--- src/rtl/register_file_r_en.sv ---
`default_nettype none
// ============================================================================
//  Module   : register_file_r_en
//  Purpose  : DEPTH x WIDTH register bank with global enable, asynchronous
//             clear, one write port, two registered write-first read ports,
//             a streaming shift mode and per-entry valid tracking.
//  Revision : 1.0  initial release
// ============================================================================
module register_file_r_en #(
  parameter int WIDTH = 8,
  parameter int DEPTH = 8,
  parameter int AW    = 3
) (
  input  logic             clk,
  input  logic             clear,
  input  logic             en,
  input  logic             flush,
  input  logic             shift_en,
  input  logic [WIDTH-1:0] shift_in,
  input  logic             wr_en,
  input  logic [AW-1:0]    wr_addr,
  input  logic [WIDTH-1:0] wr_data,
  input  logic [AW-1:0]    rd_addr0,
  output logic [WIDTH-1:0] rd_data0,
  input  logic [AW-1:0]    rd_addr1,
  output logic [WIDTH-1:0] rd_data1,
  output logic [WIDTH-1:0] shift_out,
  output logic [DEPTH-1:0] valid_vec,
  output logic [AW:0]      valid_cnt,
  output logic             err
);

  // Storage and registered outputs
  logic [WIDTH-1:0] mem_q [DEPTH];
  logic [WIDTH-1:0] mem_d [DEPTH];
  logic [DEPTH-1:0] valid_q,     valid_d;
  logic [WIDTH-1:0] rd_data0_q,  rd_data0_d;
  logic [WIDTH-1:0] rd_data1_q,  rd_data1_d;
  logic [WIDTH-1:0] shift_out_q, shift_out_d;
  logic [AW:0]      valid_cnt_q, valid_cnt_d;
  logic             err_q,       err_d;

  // Address-decode hit flags (an address >= DEPTH never hits)
  logic wr_hit;
  logic rd_hit0;
  logic rd_hit1;

  // Next bank contents and valid bits: flush > shift > write, all gated by en
  always_comb begin
    mem_d       = mem_q;
    valid_d     = valid_q;
    shift_out_d = shift_out_q;
    wr_hit      = 1'b0;
    if (en) begin
      if (flush) begin
        for (int i = 0; i < DEPTH; i++) begin
          mem_d[i] = '0;
        end
        valid_d = '0;
      end else if (shift_en) begin
        for (int i = DEPTH - 1; i > 0; i--) begin
          mem_d[i] = mem_q[i-1];
        end
        mem_d[0]    = shift_in;
        valid_d     = {valid_q[DEPTH-2:0], 1'b1};
        shift_out_d = mem_q[DEPTH-1];
      end else if (wr_en) begin
        for (int i = 0; i < DEPTH; i++) begin
          if (wr_addr == AW'(i)) begin
            mem_d[i]   = wr_data;
            valid_d[i] = 1'b1;
            wr_hit     = 1'b1;
          end
        end
      end
    end
  end

  // Read ports sample the post-update bank, which gives write-first bypass
  // and post-shift data without a separate forwarding path
  always_comb begin
    rd_data0_d = rd_data0_q;
    rd_data1_d = rd_data1_q;
    rd_hit0    = 1'b0;
    rd_hit1    = 1'b0;
    if (en) begin
      rd_data0_d = '0;
      rd_data1_d = '0;
      if (!flush) begin
        for (int i = 0; i < DEPTH; i++) begin
          if (rd_addr0 == AW'(i)) begin
            rd_data0_d = mem_d[i];
            rd_hit0    = 1'b1;
          end
          if (rd_addr1 == AW'(i)) begin
            rd_data1_d = mem_d[i];
            rd_hit1    = 1'b1;
          end
        end
      end
    end
  end

  // Error pulse: dropped write under shift, out-of-range write or read.
  // A flush suppresses all errors since it drops every other request.
  always_comb begin
    err_d = err_q;
    if (en) begin
      err_d = 1'b0;
      if (!flush) begin
        if (shift_en && wr_en) begin
          err_d = 1'b1;
        end
        if (!shift_en && wr_en && !wr_hit) begin
          err_d = 1'b1;
        end
        if (!rd_hit0 || !rd_hit1) begin
          err_d = 1'b1;
        end
      end
    end
  end

  // Population count of the next valid vector
  always_comb begin
    valid_cnt_d = '0;
    for (int i = 0; i < DEPTH; i++) begin
      valid_cnt_d = valid_cnt_d + {{AW{1'b0}}, valid_d[i]};
    end
  end

  // State registers with asynchronous clear
  always_ff @(posedge clk or posedge clear) begin
    if (clear) begin
      for (int i = 0; i < DEPTH; i++) begin
        mem_q[i] <= '0;
      end
      valid_q     <= '0;
      rd_data0_q  <= '0;
      rd_data1_q  <= '0;
      shift_out_q <= '0;
      valid_cnt_q <= '0;
      err_q       <= 1'b0;
    end else begin
      for (int i = 0; i < DEPTH; i++) begin
        mem_q[i] <= mem_d[i];
      end
      valid_q     <= valid_d;
      rd_data0_q  <= rd_data0_d;
      rd_data1_q  <= rd_data1_d;
      shift_out_q <= shift_out_d;
      valid_cnt_q <= valid_cnt_d;
      err_q       <= err_d;
    end
  end

  assign rd_data0  = rd_data0_q;
  assign rd_data1  = rd_data1_q;
  assign shift_out = shift_out_q;
  assign valid_vec = valid_q;
  assign valid_cnt = valid_cnt_q;
  assign err       = err_q;

endmodule
`default_nettype wire
--- config.mk ---
export PLATFORM = sky130hd
export DESIGN_NAME = register_file_r_en
export DESIGN_NICKNAME = d
export VERILOG_FILES = /design/src/rtl/register_file_r_en.sv
export SDC_FILE = /design/constraint.sdc
export NUM_CORES = 1
export LEC_CHECK = 0
export CAP_MARGIN = 10
export CORE_MARGIN = 8
export CORE_UTILIZATION = 55
export DETAILED_ROUTE_END_ITERATION = 7
export GPL_TIMING_DRIVEN = 0
export PLACE_DENSITY_LB_ADDON = 0.25
export RECOVER_POWER = 25
export SYNTH_ARGS = -nofsm -noshare
export SYNTH_HDL_FRONTEND = slang
export SYNTH_SLANG_ARGS = --single-unit
--- constraint.sdc ---
create_clock -name clk -period 6.4 [get_ports clk]
set_input_delay 1.28 -clock clk [delete_from_list [all_inputs] [get_ports clk]]
set_output_delay 1.28 -clock clk [all_outputs]
set_load 0.02 [all_outputs]
**Word-level counts from Yosys, hierarchy flattened**

Cells that the tools add are included.
W data, S select, Z words.

- Logic and storage cells: 133
- Input bits: 31
- Register bits: 101

- Eq/ne operators: 21
- Mux-type cells: 78
- Bitwise gates (word level): 1
- Add/subtract/negate cells: 7
- Reductions and logical operators: 12

Operators by type and width:

| operator | count |
|---|---|
| $mux W64 | 4 |
| $mux W8 | 30 |
| $mux W1 | 44 |
| $eq A3 B3 Y1 const B | 12 |
| $eq A3 B2 Y1 const B | 6 |
| $add A4 B1 Y4 | 4 |
| $eq A3 B1 Y1 const B | 3 |
| $logic_not A3 Y1 | 3 |
| $add A3 B1 Y4 | 1 |
| $logic_not A1 Y1 | 4 |
| $add A2 B1 Y3 | 1 |
| $logic_and A1 B1 Y1 | 3 |
| $reduce_and A3 Y1 | 1 |
| $add A1 B1 Y2 | 1 |
| $logic_or A1 B1 Y1 | 1 |
| $not A1 Y1 | 1 |

**Depth between registers and ports, before layout**

- Depth after elaboration: 18
- Depth in mapped cells: 15
- Depth with buffers taken out: 13

**Least setup slack after synthesis**

No wires, ideal clock.

- Path type: input-to-reg
- Start point: in en
- End point: reg valid_cnt_q[2] (netlist: valid_cnt[2])
- Library setup time: 0.123 ns
- Data arrival time: 4.948 ns
- Buffers on the path: 4
- Path slack: 1.330 ns
- Stages on the path: 15
- Path through: clkbuf_1 > clkinv_1 > clkbuf_1 > buf_1 > clkbuf_1 > a21oi_1 > o21ai_0 > fa_1 > fa_1 > fa_1 > inv_1 > ha_1 > inv_1 > fa_1 > xnor2_1

- Cells in the longest elaborated chain, start to end: 8

RTL lines:

| item | RTL line | text |
|---|---|---|
| from (decl) | 16 | `input logic en,` |
| $mux W8 (*) | 54 | `if (en) begin` |
| $add A1 B1 Y2 | 128 | `valid_cnt_d = valid_cnt_d + {{AW{1'b0}}, valid_d[i]};` |
| $add A2 B1 Y3 | 128 |  |
| $add A3 B1 Y4 | 128 |  |
| $add A4 B1 Y4 (3 in series) | 128 |  |
| $add A4 B1 Y4 (*) | 128 |  |
| named net valid_cnt_d[2] | 40 | `logic [AW:0] valid_cnt_q, valid_cnt_d;` |
| to (signal assigned) | 152 | `valid_cnt_q <= valid_cnt_d;` |
| to (decl) | 40 |  |

The timed path passes the listed nets; every way through them passes the cells marked *.
A chain may end at the register's enable or synchronous reset.

**Final worst setup path**

Ends and elaborated chain as after synthesis.

==> results.json <==
{
  "outcome": "finished, violations left",
  "place_area_um2": 7460,
  "stdcell_area_um2": 7770,
  "synth-adder-area-share_pct": 1.78,
  "clockBufferDepth": 2,
  "layout.cells.non_filler": 980,
  "grt_max_degree": 53,
  "io_pins": 68,
  "n_antenna_cell": 0,
  "drive_above_1_share_pct": 7.56,
  "fp.dieW_um": 126,
  "worst_slew_pin_slew_ns": 2.37,
  "yosysTopAreaCell": "dfrtp_1",
  "start_util_pct": 55.7,
  "grt_use_total_pct": 31.9,
  "dp.cells": 964,
  "post-dp-hpwl_um": 18900,
  "slew_headroom_pct": -59.1,
  "fin_hold_ws_ns": 0.506,
  "wl_met1_um": 9800,
  "gr-total-overflow": 0,
  "end_kind": "flip-flop",
  "grt_pass1_vias": 6858,
  "crit_type": "primary input to flip-flop",
  "io_buffer_count": 63,
  "wirelength_um": 25400,
  "drv_slew": 52,
  "synthMuxAreaShare_pct": 3.60,
  "wl_met3_um": 2660,
  "clk-insertion-delay-late_ns": 0.36,
  "area_growth_pct": 17.6,
  "post-route-min-period_ns": 6.02,
  "htree_num_levels": 3,
  "ir_drop_mv": 0.205,
  "synthTopCellsByArea": "dfrtp_1 (38%), o21ai_0 (4.5%), a21oi_1 (4.2%)",
  "hold_viol": 0,
  "finalSetupViolations": 0,
  "start_kind": "primary input",
  "nets": 866,
  "cp.arrival_ns": 6.27,
  "rrSetupSlack_ns": 3.21,
  "highest_layer": "met5",
  "grt_pass1_wl_um": 38800,
  "cts-buffers-inserted": 9,
  "ys.flop_type": "dfrtp_1",
  "synth-seq-cells": 101,
  "routabilityCongestion": 0.958,
  "async_flop_share_pct": 100,
  "vias": 7019,
  "dr.pass1.iters": 6,
  "violations": "max-capacitance violations, max-slew violations",
  "holdPathStages": 1,
  "cts_root_buf": "clkbuf_16",
  "synthXorXnorAreaFrac_pct": 0.133,
  "path_clk_slew_ns": 0.07,
  "dr_wl_met2_um": 11100,
  "fp.dieH_um": 126,
  "synth.avg_cell_area_um2": 8.78,
  "synth-simple-area-share_pct": 15.5,
  "cp_cell_sequence": "clkdlybuf4s50_1, clkbuf_1, clkinv_1, clkbuf_1, clkbuf_2, clkbuf_2, a21oi_1, o21ai_0, fa_1, fa_1, fa_1, inv_1, ha_1, inv_1, fa_1, xnor2_1",
  "hold_path_class": "flip-flop to flip-flop",
  "cpPeakStageDelay_ns": 0.56,
  "holdPathEnd": "shift_out[6]",
  "cts_hold_buf": 0,
  "drt_iter0_drc": 1238,
  "path_buf_inv": 8,
  "syn-instance-count": 752,
  "post-route-period-util_pct": 94.0,
  "row_count": 40,
  "p_per_area_nw_per_um2": 234,
  "r2r-start": "valid_vec[2]",
  "rsz0062_at_grt": "no",
  "antenna_found_initial": 1,
  "worstReg2RegEnd": "valid_cnt[2]",
  "cpMaxStageDelayCell": "fa_1",
  "power.leakage_nw": 3.44,
  "cts_tree": "built",
  "wl_per_cell_um": 25.9,
  "avgViaCountPerCell": 7.16,
  "fmax_mhz": 166,
  "syn_nets": 790,
  "crit_required_ns": 6.65,
  "yosysSeqAreaShare_pct": 38.3,
  "rr_worst_depth": 11,
  "worst_path_most_repeated_cell": "fa_1",
  "yosys_warnings": 0,
  "cts_post_setup_buffers_inserted": 0,
  "antenna_left": 0,
  "synth-edff-count": 0,
  "synth_top_area_share_pct": 38.3,
  "cts_sinks": 101,
  "syn_area_um2": 6610,
  "max_cap_viol_count": 1,
  "synth_cell_type_count": 66,
  "synth_top_family_by_area": "compound AO/OA/AOI/OAI gates",
  "drc": 0,
  "fin_worst_skew_ns": 0.00757,
  "crit_fanout": 10,
  "holdCritStartpoint": "shift_out[6]",
  "synth_compound_area_share_pct": 33.4,
  "crit_family": "buffers and inverters",
  "die-area_um2": 15800,
  "core_um2": 11900,
  "tns_ns": 0
}
[what timing repair did]
action / CTS / global route
resized for setup: 0 / 3
endpoints found under the hold margin: 0 / 0
setup endpoints to repair: 0 / 2
[how the worst max path moves through the flow]
| stage | from | end | slack (ns) | cells after the start |
|---|---|---|---|---|
| 2_1_floorplan | en | valid_cnt[2] | 1.33 | 15 |
| 3_3_place_gp | en | valid_cnt[1] | -0.13 | 16 |
| 3_5_place_dp | en | valid_cnt[2] | -0.16 | 16 |
| 4_1_cts | en | valid_cnt[2] | 0.19 | 16 |
| 5_1_grt | en | valid_cnt[2] | 0.16 | 16 |
| 6_report | en | valid_cnt[2] | 0.38 | 16 |
[cells in the final DEF, fill, tap and decap left out, types with 6 or more instances in the layout]
cell,netlist,routed
a2bb2oi_1,6,6
o211ai_1,16,16
nor2_1,27,27
a311o_1,6,6
buf_2,9,9
nand3_1,27,27
dfrtp_1,101,101
a22oi_1,11,11
a31oi_1,32,32
clkbuf_16,0,9
nor4b_1,6,6
o31ai_1,7,7
inv_1,52,51
a221oi_1,9,9
o21ai_0,59,59
nor2b_1,33,33
mux2_2,14,14
o2bb2ai_1,13,13
a21o_1,8,8
nand2_1,54,54
a211o_1,13,13
a311oi_1,6,6
and4b_1,7,7
and3_1,10,10
o2111ai_1,14,14
a22o_1,8,8
a21oi_1,56,56
o21bai_1,6,6
o211a_1,6,6
a211oi_1,14,14
clkdlybuf4s50_1,0,62
clkbuf_1,48,47
mux2i_1,8,8
[synthesized netlist by cell type (all sizes together) (8+ instances only)]
cell       n
a211o     13
a211oi    14
a21o       8
a21oi     56
a221oi     9
a22o       8
a22oi     11
a31oi     32
and3      10
and4b      9
buf       18
clkbuf    48
dfrtp    101
inv       53
mux2      14
mux2i      8
nand2     54
nand3     27
nor2      27
nor2b     33
o2111ai   14
o211ai    16
o21ai     59
o2bb2ai   13
[cell type report]
class	instances	area (µm²)
plain buffers	66	280
well taps	147	184
fillers	1003	4100
multi-input cells	530	3590
clock inverters	7	82.6
inverters	55	208
clock buffers	9	225
flip-flops and latches	101	2530
repair buffers	65	666
[where the power goes]
group / internal (mW) / switching [mW] / leakage, nW
sequential: 0.704 / 0.0508 / 1.35
clock: 0.310 / 0.264 / 0.145
combinational: 0.195 / 0.295 / 1.94
[sequential cells by signal, indices dropped and copies added, names as in the netlist]
| signal | count |
|---|---|
| mem_q | 64 |
| rd_data0 | 8 |
| rd_data1 | 8 |
| shift_out | 8 |
| valid_vec | 8 |
| valid_cnt | 4 |
| err | 1 |
[kinds of logic after synthesis]
group / Yosys count
adders and majority gates: 7
muxes: 22
DFF: 101
buffers and inverters: 121
and+or+nand+nor: 185
AOI/OAI and AO/OA: 315
xor gates and xnor gates: 1
[through the flow]
step / setup slack [ns] / total power, mW / util, %
2_1_floorplan: 1.33 / 1.04 / -
3_3_place_gp: -0.129 / 1.23 / 62.6
3_5_place_dp: -0.164 / 1.24 / 62.9
4_1_cts: 0.191 / 1.81 / 65.5
5_1_grt: 0.158 / 1.88 / 65.5
6_report: 0.384 / 1.82 / 65.5
[routing by layer]
layer,GRT usage (%),up-vias
li1,-,2981
met1,39.0,3393
met2,48.3,518
met3,8.58,125
met4,21.8,2
met5,0,-
Note: power is estimated with default switching activity, not from simulation.
==> RTL change (same flow settings) <==
Set the parameter `DEPTH` to 16 (it was 8).
--- a/src/rtl/register_file_r_en.sv
+++ b/src/rtl/register_file_r_en.sv
@@ -9,5 +9,5 @@
 module register_file_r_en #(
   parameter int WIDTH = 8,
-  parameter int DEPTH = 8,
+  parameter int DEPTH = 16,
   parameter int AW    = 3
 ) (
Ports: changed (resized valid_vec); port bits go from 68 to 76. The function was not compared with the original's and may differ.
==> RTL change against the unedited design <==
- the run still ends with capacitance limit, slew limit left
- power is 74% higher
- global-route usage decreased by 1.0 points
- clock power grew 88%
- synthesized area up 49%
- sequential cell count up 72
- first-iteration DRC count up 16%
- setup slack worse by 0.25 ns
- die area is 42% higher
- wire length grew 35%
- design area increased by 47%
- via count up 36%
- combinational power increased by 61%
- highest routed layer unchanged
==> RTL change: results (changes against the unedited design) <==
==================================================================================
Failing checks                                                        capacitance limit, slew limit   unchanged
Total of buffers placed on input and output ports                               70   was 63
Library cell used as clock root buffer                                sky130_fd_sc_hd__clkbuf_16   unchanged
Layout cells sized above 1                                                   6.41%   was 7.56%
Flip-flop cell with the highest count after synthesis                 sky130_fd_sc_hd__dfrtp_1   unchanged
Antenna cell count                                                               0   unchanged
Top register by number of flip-flops                                         mem_q   unchanged
First-pass GRT wire length                                                 53.2 mm   was 38.8 mm
Worst setup skew after layout                                           0.00996 ns   was 0.00757 ns
Class of the worst hold path                                          register to register   unchanged
Maximum fanout along the worst path                                             10   unchanged
Average routed wire per standard cell                                      24.0 um   was 25.9 um
Layout filler cell count                                                      1463   was 1003
Max VDD drop                                                              0.309 mV   was 0.205 mV
Placed inst area                                                        10800 um^2   was 7460 um^2
FF+latch area                                                            4330 um^2   was 2530 um^2
Count of vias placed by the detailed router                                   9538   was 7019
Clock Latency Late Sink                                                    0.44 ns   was 0.36 ns
Family of cells with the greatest summed delay on the critical path    adder cells   was buffers and inverters
Maximum number of pins on one net before global-route repair                   112   was 53
Final Hold Viols                                                                 0   unchanged
Largest incremental delay on the critical path                             0.61 ns   was 0.56 ns
Number of buffers between clock root and the deepest sink                        2   unchanged
Status                                                                complete, but fails checks   unchanged
Via count of the first global-routing pass                                    9174   was 6858
Post-DP HPWL                                                               24.7 mm   was 18.9 mm
Count of nets after finishing                                                 1235   was 866
Total leakage power                                                     0.00503 uW   was 0.00344 uW
Transition time of the tightest slew-check pin                             2.84 ns   was 2.37 ns
Synth warn                                                                       0   unchanged
GP Congestion                                                                0.997   was 0.958
Num CTS Buffers                                                                 17   was 9
Setup fix buffers added after clock tree synthesis                               0   unchanged
Most frequent cells after synthesis                                   sky130_fd_sc_hd__dfrtp_1 (173), sky130_fd_sc_hd__nand2_1 (153), sky130_fd_sc_hd__nor2_1 (101)   was sky130_fd_sc_hd__dfrtp_1 (101), sky130_fd_sc_hd__o21ai_0 (59), sky130_fd_sc_hd__a21oi_1 (56)
FFs w/ async S/R, synth                                                       100%   unchanged
Netlist cell types                                                              68   was 66
Max reg flops                                                                  128   was 64
Overall routing resource usage                                               30.9%   was 31.9%
Number of max-slew violations in the final report                              176   was 52
Initial DRT Pass Iterations                                                      8   was 6
Clock slew at reported path FFs                                            0.07 ns   about the same
Largest cells by area after synthesis                                 sky130_fd_sc_hd__dfrtp_1 (44%), sky130_fd_sc_hd__nand2_1 (5.8%), sky130_fd_sc_hd__o31ai_1 (5.3%)   was sky130_fd_sc_hd__dfrtp_1 (38%), sky130_fd_sc_hd__o21ai_0 (4.5%), sky130_fd_sc_hd__a21oi_1 (4.2%)
Arrival time at the worst endpoint                                         6.59 ns   was 6.27 ns
Number of antenna violations at the first check in global routing                1   unchanged
Number of nets in the synthesized netlist                                     1147   was 790
Share of synthesized area occupied by flip-flops and latches                 44.1%   was 38.3%
Critical-path cell with the highest stage delay                       sky130_fd_sc_hd__fa_1   unchanged
Maxcap violations                                                                2   was 1
Count of H-tree levels built during CTS                                          4   was 3
Number of DRC markers after the initial detailed-route iteration              1439   was 1238
==================================================================================
RTL change: worst paths after layout:
path | cells past startpoint | startpoint | to | slack [ns]
max | 17 | en | valid_cnt[1] | 0.14
min in group asynchronous | 2 | clear | mem_q[36] | 2.09
min | 2 | mem_q[123] | mem_q[123] | 0.48
max in group asynchronous | 3 | clear | valid_vec[7] | 0.89
min reg2reg | 2 | mem_q[123] | mem_q[123] | 0.48
max reg2reg | 12 | valid_vec[0] | valid_cnt[1] | 2.62
RTL change: per-stage QoR:
stage	cells	worst slack, ns	hold WS [ns]	power (uW)
after CTS	1433	0.0118	0.482	3150
after global routing	1431	-0.0133	0.499	3300
final	1431	0.139	0.479	3150
after detailed placement	1401	-0.859	0.467	2080
after global placement	1400	-2.05	0.460	2060
after floorplan	1101	0.432	0.449	1790
RTL change: area by class of cell:
cell class	instances	area share, %
clock inverters	15	1.52
inverters	50	1.69
well taps	229	2.51
multi-input cells	787	43.1
clock buffers	17	3.72
flip-flops and latches	173	37.9
plain buffers	89	3.34
repair buffers	71	6.18
RTL change: cell families (layout without fill, tap and decap cells):
| group | count (synthesis) | count (layout) | share of synthesized area (%) |
|---|---|---|---|
| AO/OA/AOI/OAI | 368 | 368 | 26.7 |
| buffers and inverters | 141 | 242 | 5.79 |
| XOR/XNOR | 2 | 2 | 0.178 |
| multiplexers | 24 | 24 | 2.55 |
| adder cells (fa/ha/maj) | 15 | 15 | 2.67 |
| flip-flops | 173 | 173 | 44.1 |
| AND/OR/NAND/NOR | 378 | 378 | 18.0 |
RTL change: routing by layer:
layer  part of all wire, %  wire (um)  global-route usage [%]
met1                    42      14200                    41.9
met2                    44      15200                    45.8
met3                   9.8       3370                    7.05
met4                   4.3       1480                    15.4
met5                 0.032         11                       0
RTL change: power by group:
part           leakage [uW]  switching [uW]  total [uW]  internal, uW
clock network      0.000287             494        1080           590
logic               0.00244             476         790           314
registers           0.00231            73.8        1280          1210
RTL change: worst min-delay path: stages (launching register included):
cell and delay [ns]:
sky130_fd_sc_hd__dfrtp_1 0.34, sky130_fd_sc_hd__nand2_1 0.05, sky130_fd_sc_hd__o31ai_1 0.05
RTL change: timing repair:
| action | in CTS | in global routing |
|---|---|---|
| resized for setup | 4 | 5 |
| endpoints found under the hold margin | 0 | 0 |
| setup endpoints to repair | 3 | 3 |
